===== config.mk =====
export PLATFORM = sky130hd
export DESIGN_NAME = prochot_monitor
export DESIGN_NICKNAME = d
export VERILOG_FILES = /design/src/rtl/prochot_monitor.sv
export SDC_FILE = /design/constraint.sdc
export NUM_CORES = 1
export LEC_CHECK = 0
export ABC_AREA = 1
export BUFFER_PORTS_ARGS = -buffer_cell sky130_fd_sc_hd__buf_2
export CELL_PAD_IN_SITES_DETAIL_PLACEMENT = 0
export CELL_PAD_IN_SITES_GLOBAL_PLACEMENT = 1
export CORE_MARGIN = 8
export CORE_UTILIZATION = 43
export CTS_BUF_LIST = sky130_fd_sc_hd__clkbuf_2 sky130_fd_sc_hd__clkbuf_4 sky130_fd_sc_hd__clkbuf_8
export DETAILED_ROUTE_END_ITERATION = 16
export PLACE_DENSITY = 0.89
export SETUP_SLACK_MARGIN = 0.2
export SLEW_MARGIN = 0
export SYNTH_ARGS = -nofsm -noshare
export SYNTH_HDL_FRONTEND = slang
export SYNTH_SLANG_ARGS = --single-unit
export TNS_END_PERCENT = 1

===== constraint.sdc =====
create_clock -name iClk -period 2.2 [get_ports iClk]
set_input_delay 0.22 -clock iClk [delete_from_list [all_inputs] [get_ports iClk]]
set_output_delay 0.22 -clock iClk [all_outputs]
set_load 0.03 [all_outputs]

===== src/rtl/prochot_monitor.sv =====
// PROCHOT# monitor: synchronizes and debounces the pin, classifies CPU vs board
// origin, counts CPU events, raises a BMC interrupt and measures assertion time.
module prochot_monitor #(
    parameter int DEBOUNCE_CYCLES = 4,
    parameter int TICK_DIV        = 2000
) (
    input  logic        iClk,
    input  logic        iRst,
    input  logic        PWRGD_SYS_PWROK,
    input  logic        FM_SKTOCC_LVT3_N,
    input  logic        FM_PROCHOT_LVC3_N_IN,
    input  logic        iProchotDrive_n,
    input  logic        iAck,
    output logic        oProchotDeb,
    output logic        oCpuOrigin,
    output logic        oIrq_n,
    output logic [7:0]  oEventCnt,
    output logic [15:0] oLastDurMs
);

    localparam int CW = $clog2(DEBOUNCE_CYCLES + 1);
    localparam int PW = (TICK_DIV > 1) ? $clog2(TICK_DIV) : 1;
    localparam logic [CW-1:0] DEB_LAST  = CW'(DEBOUNCE_CYCLES - 1);
    localparam logic [PW-1:0] TICK_LAST = PW'(TICK_DIV - 1);

    typedef enum logic [1:0] {
        IDLE,
        DEB_ASSERT,
        ASSERTED,
        DEB_DEASSERT
    } state_t;

    state_t        state_q, state_d;
    logic          pin_meta_q, pin_sync_q;
    logic [CW-1:0] deb_cnt_q, deb_cnt_d;
    logic [PW-1:0] presc_q, presc_d;
    logic [15:0]   dur_q, dur_d;
    logic [15:0]   last_dur_q, last_dur_d;
    logic [7:0]    evt_cnt_q, evt_cnt_d;
    logic          irq_n_q, irq_n_d;
    logic          origin_q, origin_d;

    logic          mask;
    logic          pin_low;
    logic          tick;
    logic          active;
    logic [15:0]   dur_inc;
    logic [7:0]    evt_inc;

    assign mask    = !PWRGD_SYS_PWROK || FM_SKTOCC_LVT3_N;
    assign pin_low = !pin_sync_q;
    assign tick    = (presc_q == TICK_LAST);
    assign active  = (state_q == ASSERTED) || (state_q == DEB_DEASSERT);
    assign dur_inc = (dur_q == 16'hFFFF) ? dur_q : dur_q + 16'd1;
    assign evt_inc = (evt_cnt_q == 8'hFF) ? evt_cnt_q : evt_cnt_q + 8'd1;

    always_comb begin
        state_d    = state_q;
        deb_cnt_d  = deb_cnt_q;
        presc_d    = presc_q;
        dur_d      = dur_q;
        last_dur_d = last_dur_q;
        evt_cnt_d  = evt_cnt_q;
        irq_n_d    = irq_n_q;
        origin_d   = origin_q;

        if (iAck) begin
            irq_n_d = 1'b1;
        end

        if (mask) begin
            // Partial assertion is dropped; reported values are frozen.
            state_d   = IDLE;
            deb_cnt_d = '0;
            presc_d   = '0;
            dur_d     = '0;
        end else begin
            if (active) begin
                presc_d = tick ? '0 : presc_q + 1'b1;
                if (tick) begin
                    dur_d = dur_inc;
                end
            end

            unique case (state_q)
                IDLE: begin
                    if (pin_low) begin
                        state_d   = DEB_ASSERT;
                        deb_cnt_d = CW'(1);
                    end
                end
                DEB_ASSERT: begin
                    if (!pin_low) begin
                        state_d   = IDLE;
                        deb_cnt_d = '0;
                    end else if (deb_cnt_q >= DEB_LAST) begin
                        state_d   = ASSERTED;
                        deb_cnt_d = '0;
                        presc_d   = '0;
                        dur_d     = '0;
                        origin_d  = iProchotDrive_n;
                        // A new CPU event outranks a same-cycle acknowledge.
                        if (iProchotDrive_n) begin
                            evt_cnt_d = evt_inc;
                            irq_n_d   = 1'b0;
                        end
                    end else begin
                        deb_cnt_d = deb_cnt_q + 1'b1;
                    end
                end
                ASSERTED: begin
                    if (!pin_low) begin
                        state_d   = DEB_DEASSERT;
                        deb_cnt_d = CW'(1);
                    end
                end
                DEB_DEASSERT: begin
                    if (pin_low) begin
                        state_d   = ASSERTED;
                        deb_cnt_d = '0;
                    end else if (deb_cnt_q >= DEB_LAST) begin
                        state_d    = IDLE;
                        deb_cnt_d  = '0;
                        last_dur_d = tick ? dur_inc : dur_q;
                        presc_d    = '0;
                        dur_d      = '0;
                    end else begin
                        deb_cnt_d = deb_cnt_q + 1'b1;
                    end
                end
                default: begin
                    state_d   = IDLE;
                    deb_cnt_d = '0;
                end
            endcase
        end
    end

    always_ff @(posedge iClk) begin
        if (iRst) begin
            pin_meta_q <= 1'b1;
            pin_sync_q <= 1'b1;
            state_q    <= IDLE;
            deb_cnt_q  <= '0;
            presc_q    <= '0;
            dur_q      <= '0;
            last_dur_q <= '0;
            evt_cnt_q  <= '0;
            irq_n_q    <= 1'b1;
            origin_q   <= 1'b0;
        end else begin
            pin_meta_q <= FM_PROCHOT_LVC3_N_IN;
            pin_sync_q <= pin_meta_q;
            state_q    <= state_d;
            deb_cnt_q  <= deb_cnt_d;
            presc_q    <= presc_d;
            dur_q      <= dur_d;
            last_dur_q <= last_dur_d;
            evt_cnt_q  <= evt_cnt_d;
            irq_n_q    <= irq_n_d;
            origin_q   <= origin_d;
        end
    end

    assign oProchotDeb = active;
    assign oCpuOrigin  = origin_q;
    assign oIrq_n      = irq_n_q;
    assign oEventCnt   = evt_cnt_q;
    assign oLastDurMs  = last_dur_q;

endmodule


==> flow_metrics.tcl <==
set metrics [dict create \
    status "complete, no violations" \
    rrSetupSlack_ns 0.43 \
    crit_path_end "dur_q[2]" \
    areaGrowthSynthToFinish_pct 14.9 \
    fin_ws_ns 0.433 \
    synth.distinct_cells 33 \
    yosysWarnings 0 \
    grt-ovfl-total 0 \
    fin_nets 512 \
    most-common-layout-cells "106 x nand2_1, 63 x nor2_1, 60 x dfxtp_1" \
    ys_seq_area_share_pct 37.9 \
    total_leakage_power_nw 1.55 \
    min_period_over_period_pct 80.3 \
    end_kind "register" \
    first_pass_iters 4 \
    async_flop_share_pct 0 \
    reg2reg_to "dur_q[2]" \
    max_freq_mhz 566 \
    clk_pin_slew_ns 0.07 \
    synth_compound_area_share_pct 10.9 \
    die_h_um 102 \
    portBuffers 33 \
    crit_chain "ha_1 -> ha_1 -> inv_1 -> nand3_2 -> a21oi_4 -> buf_4 -> o21ai_0 -> a21oi_1" \
    core_area_um2 7210 \
    reg2regPathDepth 8 \
    synth_nets 478 \
    cts_resized 0 \
    die-area_um2 10400 \
    ir_drop_mv 0.410 \
    cts-root-buf "clkbuf_8" \
    syn-instance-count 466 \
    drv_slew 0 \
    cts_tree "built" \
    syn_area_per_cell_um2 6.81 \
    synth_edf_count 0 \
    cp_data_required_time_ns 2.44 \
    grt_pass1_wl_um 12300 \
    via_count 2908 \
    synthMuxAreaShare_pct 0 \
    synth_top_family_by_area "simple AND/OR/NAND/NOR gates" \
    track_usage_pct 14.9 \
    cts_hold_buffers 0 \
    antenna_found_initial 0 \
    finalSetupViolCount 0 \
    synth-main-ff-cell "dfxtp_1" \
    reg2reg_from "deb_cnt_q[0]" \
    ant_nets 0 \
    n_antenna_cell 0 \
    postCtsSetupRepairBufs 0 \
    cp.arrival_ns 2.01 \
    timing.setup.tns_ns 0 \
    drt-initial-drc-count 103 \
    place_hpwl_um 5550 \
    mostFrequentLayoutCell "nand2_1" \
    grt_max_degree 33 \
    synthSimpleGateAreaFrac_pct 36.4 \
    crit_start "deb_cnt_q[0]" \
    clk-insertion-delay-late_ns 0.33 \
    clockBufferDepth 2 \
    min_period_ns 1.77 \
    rsz0062_at_grt "no" \
    hold_path_class "in2reg" \
    crit_top_cell "ha_1" \
    cap_violations 0 \
    start_util_pct 44.0 \
    finalHoldViolations 0 \
    crit_slowest_cell "dfxtp_1" \
    crit_fanout 11 \
    drive_gt1_share_pct 18.2 \
    tightest_slew_ns 0.452 \
    finClkSkew_ns 0.0102 \
    grt_pass1_vias 2756 \
    criticalPathCategory "reg2reg" \
    htreeDepth 3 \
    slew_headroom_pct 69.8 \
    rows 31 \
    synth-xor-area-share_pct 3.86 \
    vias_per_cell 4.81 \
    synth-seq-cells 60 \
    ios 34 \
    start_kind "register" \
    powerDensity_nw_per_um2 637 \
    slowest_delay_ns 0.34 \
    netlist_area_um2 3170 \
    drc 0 \
    numClockSinks 60 \
    synth_fa_ha_area_share_pct 1.97 \
    die_w_um 102 \
    gp_congestion 0.863 \
    dp_slack_ns 0.456 \
    wirelength_um 7330 \
    cts_buffers 9 \
    routedWlPerCell_um 12.1 \
]
==> kinds of logic (layout without fill, tap and decap cells) <==
group | count (synthesis) | after routing
DFF | 60 | 60
AOI/OAI and AO/OA | 66 | 66
and+or+nand+nor | 253 | 253
xor gates and xnor gates | 14 | 14
adders and majority gates | 5 | 5
buffers and inverters | 68 | 107
==> area by class of cell <==
cell class	instances	area (µm²)
inverters	55	208
flip-flops and latches	60	1200
clock inverters	5	100
repair buffers	36	188
well taps	99	124
clock buffers	11	139
fillers	733	3570
multi-input cells	338	1690
==> worst max-delay path, delay by kind of cell, from the launching register on <==
kind | cells | cell delay (ns)
compound gates | 3 | 0.54
fa+ha+maj | 2 | 0.37
buf+inv | 2 | 0.28
flops | 1 | 0.34
simple gates | 1 | 0.15
==> routing by layer <==
layer  vias up  global-route usage, %  part of all wire (%)
li1       1552                      -                     -
met1      1297                   17.6                    47
met2        47                   24.5                    47
met3        12                   4.97                   4.5
met4         0                   5.64                   2.1
met5         -                      0                     0
==> cell usage after synthesis (6+ instances only) <==
master    number  area share, %
nand2_1      106             13
nor2_1        63            7.5
dfxtp_1       60             38
inv_1         45            5.3
nand3_1       41            6.5
a21oi_1       33            5.2
o21ai_0       30            4.7
nor2_2        11            2.2
xor2_1        11            3.0
inv_2          8           0.95
nand2_2        8            1.6
clkbuf_1       6           0.71
==> per-stage QoR <==
stage	cells	hold slack [ns]	area, µm²	total power, mW	utilization [%]
2_1_floorplan	466	0.324	3170	1.14	-
3_3_place_gp	588	0.396	3410	1.15	47.2
3_5_place_dp	588	0.398	3410	1.15	47.2
4_1_cts	604	0.0480	3650	2.36	50.5
5_1_grt	604	0.0543	3650	2.41	50.5
6_report	604	0.0687	3650	2.32	50.5
==> power by group <==
group / switching (mW) / internal (mW) / leakage [nW]
logic: 0.0260 / 0.0121 / 0.937
clock network: 0.422 / 0.774 / 0.124
registers: 0.00153 / 1.09 / 0.484
==> registers in the layout (all words and copies together), names as in the netlist, named ones only <==
signal,cells
presc_q,11
oIrq_n,1
oCpuOrigin,1
deb_cnt_q,3
pin_meta_q,1
dur_q,16
oEventCnt,8
oLastDurMs,16
pin_sync_q,1
state_q,1
==> how the worst min path moves through the flow <==
stage	from	to	cells after the start
2_1_floorplan	FM_PROCHOT_LVC3_N_IN	pin_meta_q	1
3_3_place_gp	pin_meta_q	pin_sync_q	1
3_5_place_dp	pin_meta_q	pin_sync_q	1
4_1_cts	FM_PROCHOT_LVC3_N_IN	pin_meta_q	2
5_1_grt	FM_PROCHOT_LVC3_N_IN	pin_meta_q	2
6_report	FM_PROCHOT_LVC3_N_IN	pin_meta_q	2
No activity file was read; power rests on OpenSTA's default activity.
